[src/rtl/vend_transaction_ctrl.sv]
// Vending transaction controller: credit/price/stock check, timed motor pulse,
// greedy change payout over a valid/ready handshake, and a credit-clear pulse.
module vend_transaction_ctrl #(
  parameter logic [7:0]  STOCK_INIT      = 8'd5,
  parameter int unsigned DISPENSE_CYCLES = 4
) (
  input  logic        clock,
  input  logic        reset,
  input  logic [15:0] credit,
  input  logic [15:0] price,
  input  logic [2:0]  address,
  input  logic        buy,
  input  logic        cancel,
  input  logic        restock,
  input  logic        coin_ready,
  output logic        coin_valid,
  output logic [3:0]  coin_type,
  output logic [7:0]  motor,
  output logic        busy,
  output logic [1:0]  status,
  output logic        credit_clear
);

  typedef enum logic [2:0] {
    S_IDLE,
    S_CHECK,
    S_VEND,
    S_CHANGE,
    S_CLEAR
  } state_t;

  localparam logic [1:0]  ST_OK        = 2'b00;
  localparam logic [1:0]  ST_NO_CREDIT = 2'b01;
  localparam logic [1:0]  ST_SOLD_OUT  = 2'b10;
  localparam logic [1:0]  ST_BAD_PRICE = 2'b11;
  localparam logic [15:0] COIN_MIN     = 16'd500;
  localparam logic [7:0]  LAST_CNT     = 8'(DISPENSE_CYCLES - 1);

  // Largest coin not exceeding the amount; zero when nothing can be paid out.
  function automatic logic [3:0] coin_for(input logic [15:0] amount);
    if (amount >= 16'd5000)      return 4'b1000;
    else if (amount >= 16'd2000) return 4'b0100;
    else if (amount >= 16'd1000) return 4'b0010;
    else if (amount >= 16'd500)  return 4'b0001;
    else                         return 4'b0000;
  endfunction

  function automatic logic [15:0] coin_value(input logic [3:0] kind);
    case (kind)
      4'b1000: return 16'd5000;
      4'b0100: return 16'd2000;
      4'b0010: return 16'd1000;
      4'b0001: return 16'd500;
      default: return 16'd0;
    endcase
  endfunction

  state_t      state_q, state_d;
  logic [15:0] credit_q, credit_d;
  logic [15:0] price_q, price_d;
  logic [2:0]  addr_q, addr_d;
  logic [15:0] rem_q, rem_d;
  logic [15:0] rem_next;
  logic [7:0]  cnt_q, cnt_d;
  logic [1:0]  status_q, status_d;
  logic        coin_valid_q, coin_valid_d;
  logic [3:0]  coin_type_q, coin_type_d;
  logic [7:0]  stock_q [8];
  logic [7:0]  stock_d [8];

  // NOTE: every variable gets a default before the case so no path leaves it
  // unassigned; an unassigned path in always_comb would infer a latch.
  always_comb begin
    state_d      = state_q;
    credit_d     = credit_q;
    price_d      = price_q;
    addr_d       = addr_q;
    rem_d        = rem_q;
    rem_next     = rem_q;
    cnt_d        = cnt_q;
    status_d     = status_q;
    coin_valid_d = coin_valid_q;
    coin_type_d  = coin_type_q;
    stock_d      = stock_q;

    case (state_q)
      S_IDLE: begin
        if (restock) begin
          for (int i = 0; i < 8; i++) stock_d[i] = STOCK_INIT;
        end
        if (cancel) begin
          rem_d        = credit;
          status_d     = ST_OK;
          coin_valid_d = (credit >= COIN_MIN);
          coin_type_d  = coin_for(credit);
          state_d      = S_CHANGE;
        end else if (buy) begin
          credit_d = credit;
          price_d  = price;
          addr_d   = address;
          state_d  = S_CHECK;
        end
      end

      S_CHECK: begin
        state_d = S_IDLE;
        if (price_q == 16'd0) begin
          status_d = ST_BAD_PRICE;
        end else if (stock_q[addr_q] == 8'd0) begin
          status_d = ST_SOLD_OUT;
        end else if (credit_q < price_q) begin
          status_d = ST_NO_CREDIT;
        end else begin
          status_d         = ST_OK;
          rem_d            = credit_q - price_q;
          stock_d[addr_q]  = stock_q[addr_q] - 8'd1;
          cnt_d            = 8'd0;
          state_d          = S_VEND;
        end
      end

      S_VEND: begin
        if (cnt_q == LAST_CNT) begin
          if (rem_q >= COIN_MIN) begin
            coin_valid_d = 1'b1;
            coin_type_d  = coin_for(rem_q);
            state_d      = S_CHANGE;
          end else begin
            state_d = S_CLEAR;
          end
        end else begin
          cnt_d = cnt_q + 8'd1;
        end
      end

      S_CHANGE: begin
        // A presented coin is held until accepted; the following coin is
        // chosen from the post-payment remainder so handshakes can run back to back.
        if (!coin_valid_q || coin_ready) begin
          rem_next = coin_valid_q ? (rem_q - coin_value(coin_type_q)) : rem_q;
          rem_d    = rem_next;
          if (rem_next >= COIN_MIN) begin
            coin_valid_d = 1'b1;
            coin_type_d  = coin_for(rem_next);
          end else begin
            coin_valid_d = 1'b0;
            coin_type_d  = 4'b0000;
            state_d      = S_CLEAR;
          end
        end
      end

      S_CLEAR: state_d = S_IDLE;

      default: state_d = S_IDLE;
    endcase
  end

  // NOTE: state registers use non-blocking assignments so every flop samples
  // the pre-edge values regardless of statement order.
  always_ff @(posedge clock or posedge reset) begin
    if (reset) begin
      state_q      <= S_IDLE;
      credit_q     <= '0;
      price_q      <= '0;
      addr_q       <= '0;
      rem_q        <= '0;
      cnt_q        <= '0;
      status_q     <= ST_OK;
      coin_valid_q <= 1'b0;
      coin_type_q  <= '0;
      // NOTE: the stock array is a small register file with a defined reset
      // value, so it is reset here rather than mapped to an unreset RAM.
      for (int i = 0; i < 8; i++) stock_q[i] <= STOCK_INIT;
    end else begin
      state_q      <= state_d;
      credit_q     <= credit_d;
      price_q      <= price_d;
      addr_q       <= addr_d;
      rem_q        <= rem_d;
      cnt_q        <= cnt_d;
      status_q     <= status_d;
      coin_valid_q <= coin_valid_d;
      coin_type_q  <= coin_type_d;
      stock_q      <= stock_d;
    end
  end

  assign coin_valid   = coin_valid_q;
  assign coin_type    = coin_type_q;
  assign motor        = (state_q == S_VEND) ? (8'd1 << addr_q) : 8'd0;
  assign busy         = (state_q != S_IDLE);
  assign status       = status_q;
  assign credit_clear = (state_q == S_CLEAR);

endmodule
[config.mk]
export PLATFORM = sky130hd
export DESIGN_NAME = vend_transaction_ctrl
export DESIGN_NICKNAME = d
export VERILOG_FILES = /design/src/rtl/vend_transaction_ctrl.sv
export SDC_FILE = /design/constraint.sdc
export NUM_CORES = 1
export LEC_CHECK = 0
export ABC_AREA = 1
export CORE_ASPECT_RATIO = 1.1
export CORE_MARGIN = 2
export CORE_UTILIZATION = 60
export CTS_BUF_LIST = sky130_fd_sc_hd__clkbuf_16
export CTS_CLUSTER_SIZE = 24
export DETAILED_ROUTE_END_ITERATION = 10
export PLACE_DENSITY = 0.78
export RECOVER_POWER = 25
export SETUP_SLACK_MARGIN = 0.5
export SYNTH_ARGS = -nofsm -noshare
export SYNTH_HDL_FRONTEND = slang
export SYNTH_SLANG_ARGS = --single-unit
[constraint.sdc]
create_clock -name clock -period 9.5 [get_ports clock]
set_input_delay 1.425 -clock clock [delete_from_list [all_inputs] [get_ports clock]]
set_output_delay 1.425 -clock clock [all_outputs]
set_load 0.03 [all_outputs]
# Word level (Yosys, flattened, before mapping)
# Index checks and enable logic that the tools add are counted.
# totals
output_inout_bits,17
regBits,133
# classes
shift,1
n_mux,64
n_lt_le_gt_ge,15
n_reduce_logical,18
bitwise_logic,2
add_sub_neg,4
eq_ne,20
# op_table
cell,n
$mux W64,4
$mux W16,8
$pmux W64 S2,1
$bwmux W64,1
$mux W8,8
$pmux W13 S4,1
$ge A16 B10 Y1 const B,3
$ge A16 B11 Y1 const B,3
$ge A16 B13 Y1 const B,3
$ge A16 B9 Y1 const B,3
$pmux W16 S3,1
$mux W4,8
$sub A16 B16 Y16,2
$mux W3,9
$bmux W8 S3,1
$demux W8 S3,1
$ne A2 B2 Y1 const B,10
$mux W2,9
$logic_not A16 Y1,1
$lt A16 B16 Y1,1
$pmux W8 S2,1
$reduce_and A5 Y1,3
$pmux W3 S4,1
$pmux W4 S3,1
30 further kinds,40

# Logic depth before layout (Yosys ltp)
# depth
word_depth,13
depth_mapped,26
depth_no_buf,26

# Least setup slack after synthesis
# Ideal clock, no wire load.
# synth_timing
path_kind,register -> output
from,register state_q[2]
to,output port motor[0]
stages_incl_launch_ff,7
arrival_ns,1.858
path_buffers,1
path_slack_ns,6.217
cell_sequence,dfrtp_1 -> nor2_1 -> inv_1 -> nor2_1 -> clkinv_1 -> clkbuf_1 -> nor2_1
# synth_via
elab_chain_len,2
# synth_lines
item,line,text
from (decl),58,"state_t state_q, state_d;"
from (signal assigned),176,state_q <= state_d;
$eq A3 B2 Y1,191,assign motor = (state_q == S_VEND) ? (8'd1 << addr_q) : 8'd0;
$mux W8,191,
to (decl),18,"output logic [7:0] motor,"
# Every way passes these cells.

# Final worst setup path
# layout_timing
from,register state_q[2]
to,output port motor[1]
# The elaborated chain is that of the path after synthesis.

==> impl_metrics.csv <==
group,metric,value,unit
route,post_drt_via_cell_ratio,5.64,
floorplanning,die-area,0.0148,mm^2
sta,maxSlewViolCount,133,
floorplanning,pin_count,58,
worst_setup_path,required,8.08,ns
sta,fmax,0.221,GHz
clocking,clk_pin_slew,0.06,ns
sta,finalHoldViolCount,0,
route,routed_wl,22.2,mm
sta,tns,0,ns
outcome,status,"finished with violations",
worst_setup_path,worstSetupEndpointType,"output port",
synth,ys_types,54,
clocking,cts-hold-fix-buffers,0,
synth,yosys-top-cells-count,"nand2_1, inv_1, dfrtp_1",
synth,ys_warn_count,0,
synth,synthXorXnorAreaFrac,1.78,%
worst_setup_path,path_cells,"nor2_1 -> inv_1 -> nor2_1 -> clkinv_1 -> nor2_1 -> clkdlybuf4s50_1",
finish,diodes,0,
floorplanning,num_rows,45,
power,total_power,3990,uW
worst_setup_path,crit_slowest_cell,"clkdlybuf4s50_1",
sta,worst_pin_slew,2.89,ns
worst_setup_path,path_max_fanout,17,
placement,placed_area,0.00902,mm^2
sta,rsz0062_at_grt,"false",
power,ir_drop,0.275,mV
sta,setup_viol,0,
synth,yosys.area.top_type_share,34.6,%
synth,yosysTopAreaCell,"dfrtp_1",
sta,slew_headroom,-94.0,%
sta,min_period,4.53,ns
route,route.detailed.wl_per_inst,15.9,um
worst_setup_path,crit_top_cell,"nor2_1",
finish,final.fill_count,1162,
clocking,insertion_delay,0.43,ns
finish,seq_area,0.00330,mm^2
route,first_pass_iters,5,
clocking,cts_root_buffer,"clkbuf_16",
outcome,failed_checks,"max-capacitance violations, max-slew violations",
clocking,cts_made_buffers,17,
finish,area_growth,15.8,%
synth,syn_area,0.00831,mm^2
worst_setup_path,critPathMaxStageDelay,0.70,ns
global_route,antenna_found_initial,0,
synth,synthTopCellsByArea,"dfrtp_1, nand2_1, inv_1",
synth,yosys.cell_count.top_type,"nand2_1",
worst_setup_path,path_class,"flip-flop to output port",
synth,synth_edf_count,0,
global_route,grt_pass1_vias,7566,
clocking,cts_setup_buffers,0,
global_route,grt_overflow,0,
synth,synthFlopType,"dfrtp_1",
floorplanning,start_util,60.7,%
finish,multi_input_area,0.00436,mm^2
route,vias,7907,
synth,async_reset_ff_share,100,%
sta,skew,0.00737,ns
synth,synth_top_family_by_area,"simple AND/OR/NAND/NOR gates",
route,drtIter0Drc,731,
worst_setup_path,startpoint_type,"flip-flop",
job,maxCapViolCount,2,
synth,post_synth_fa_ha_maj_area_fraction,4.55,%
finish,final_cell_area,0.00963,mm^2
finish,final_nets,1271,
placement,port_buffers,57,
clocking,post_cts_resized,0,
placement,hpwlAfterDp,15.8,mm
worst_setup_path,worstPathArrival,3.11,ns
clocking,cts_tree,"yes",
placement,gp_congestion,0.988,
power,power_leakage,0.00476,uW
route,drc,0,
clocking,clock_sinks,131,
synth,synthMuxAreaShare,0.542,%
synth,synth-seq-cells,131,
clocking,cts_buffer_depth,2,
synth,ys_seq_area_share,39.7,%
worst_setup_path,crit_family,"buffers and inverters",
finish,drive_gt1_share,8.65,%
clocking,htreeDepth,4,
synth,synthCells,1147,
global_route,grt_usage,31.3,%
worst_setup_path,crit_buf_inv,3,
synth,avgSynthCellArea,7.25,um^2
synth,synth-simple-area-share,31.2,%
global_route,grt_max_degree,68,
synth,synth_nets,1217,
worst_hold_path,hp-class,"flip-flop to flip-flop",
global_route,grt_first_pass_wirelength,36.3,mm
floorplanning,die_y,127,um
floorplanning,core,0.0137,mm^2
synth,synth_compound_area_share,14.4,%
floorplanning,die_w,116,um
sta,period_share,47.7,%
power,pwr_density_cell,415,mW/mm^2
route,drtAntennaViolNets,0,
==> where the power goes <==
group,total (uW),internal [uW],leakage [uW],switching [uW]
registers,944,793,0.00164,151
clock network,691,436,0.000307,255
logic,2360,718,0.00281,1640
==> logic make-up after synthesis <==
| group | Yosys count |
|---|---|
| adder cells (fa/ha/maj) | 29 |
| multiplexers | 4 |
| buffers and inverters | 164 |
| XOR/XNOR | 16 |
| AO/OA/AOI/OAI | 199 |
| flip-flops | 131 |
| AND/OR/NAND/NOR | 604 |
==> final cells by class <==
cell class / count / area share (%)
well taps: 188 / 2.44
repair buffers: 61 / 6.20
clock inverters: 15 / 1.98
multi-input cells: 852 / 45.3
inverters: 138 / 5.42
flip-flops and latches: 131 / 34.3
clock buffers: 17 / 4.42
==> tightest hold or removal path, stage by stage, from the launching register on <==
cell and delay (ns):
dfstp_2 0.37, nand2_1 0.05, nand2_1 0.04
==> layout by cell type, fill, tap and decap left out, drive strengths merged, types with 4 or more instances in the layout <==
master,count
nand2,386
inv,136
dfrtp,115
nor2,111
o21ai,78
nand3,58
a21oi,55
clkdlybuf4s50,55
ha,27
a22oi,21
clkbuf,18
nand4,16
dfstp,16
o22ai,12
nor3,12
xor2,12
clkinv,12
nor4,9
a31oi,7
a221oi,5
nand3b,4
a211oi,4
xnor2,4
o211ai,4
or2,4
mux2,4
bufinv,4
==> through the flow <==
step           instances  utilization [%]  hold WS, ns  worst slack, ns
6_report            1402             70.4        0.463             4.97
5_1_grt             1402             70.4        0.476             4.73
4_1_cts             1402             70.4        0.466             5.00
3_5_place_dp        1370             65.9        0.458             5.45
3_3_place_gp        1370             65.9        0.451             5.55
2_1_floorplan       1147                -        0.442             4.60
==> path summary, 6_finish.rpt <==
kind	start	end	slack, ns	cells past startpoint
worst min-delay path	stock_q[34]	stock_q[34]	0.46	2
max in group asynchronous	reset	price_q[9]	5.34	3
worst max-delay path	state_q[2]	motor[1]	4.97	6
worst max register to register	addr_q[1]	stock_q[14]	5.70	16
worst min register to register	stock_q[34]	stock_q[34]	0.46	2
min in group asynchronous	reset	stock_q[44]	2.27	2
==> sequential cells by signal, indices dropped and copies added (netlist names) <==
| signal | cells |
|---|---|
| coin_type | 4 |
| rem_q | 14 |
| stock_q | 64 |
| cnt_q | 8 |
| state_q | 3 |
| status | 2 |
| coin_valid | 1 |
| credit_q | 16 |
| price_q | 16 |
| addr_q | 3 |
==> routing by layer <==
layer / wire length [um] / vias to the layer above / GRT usage [%]
met5: 0 / - / 0
met4: 736 / 0 / 14.5
met3: 1340 / 64 / 6.21
met2: 11100 / 324 / 52.6
met1: 9050 / 3645 / 38.8
li1: - / 3874 / -
Note: power is estimated with default switching activity, not from simulation.
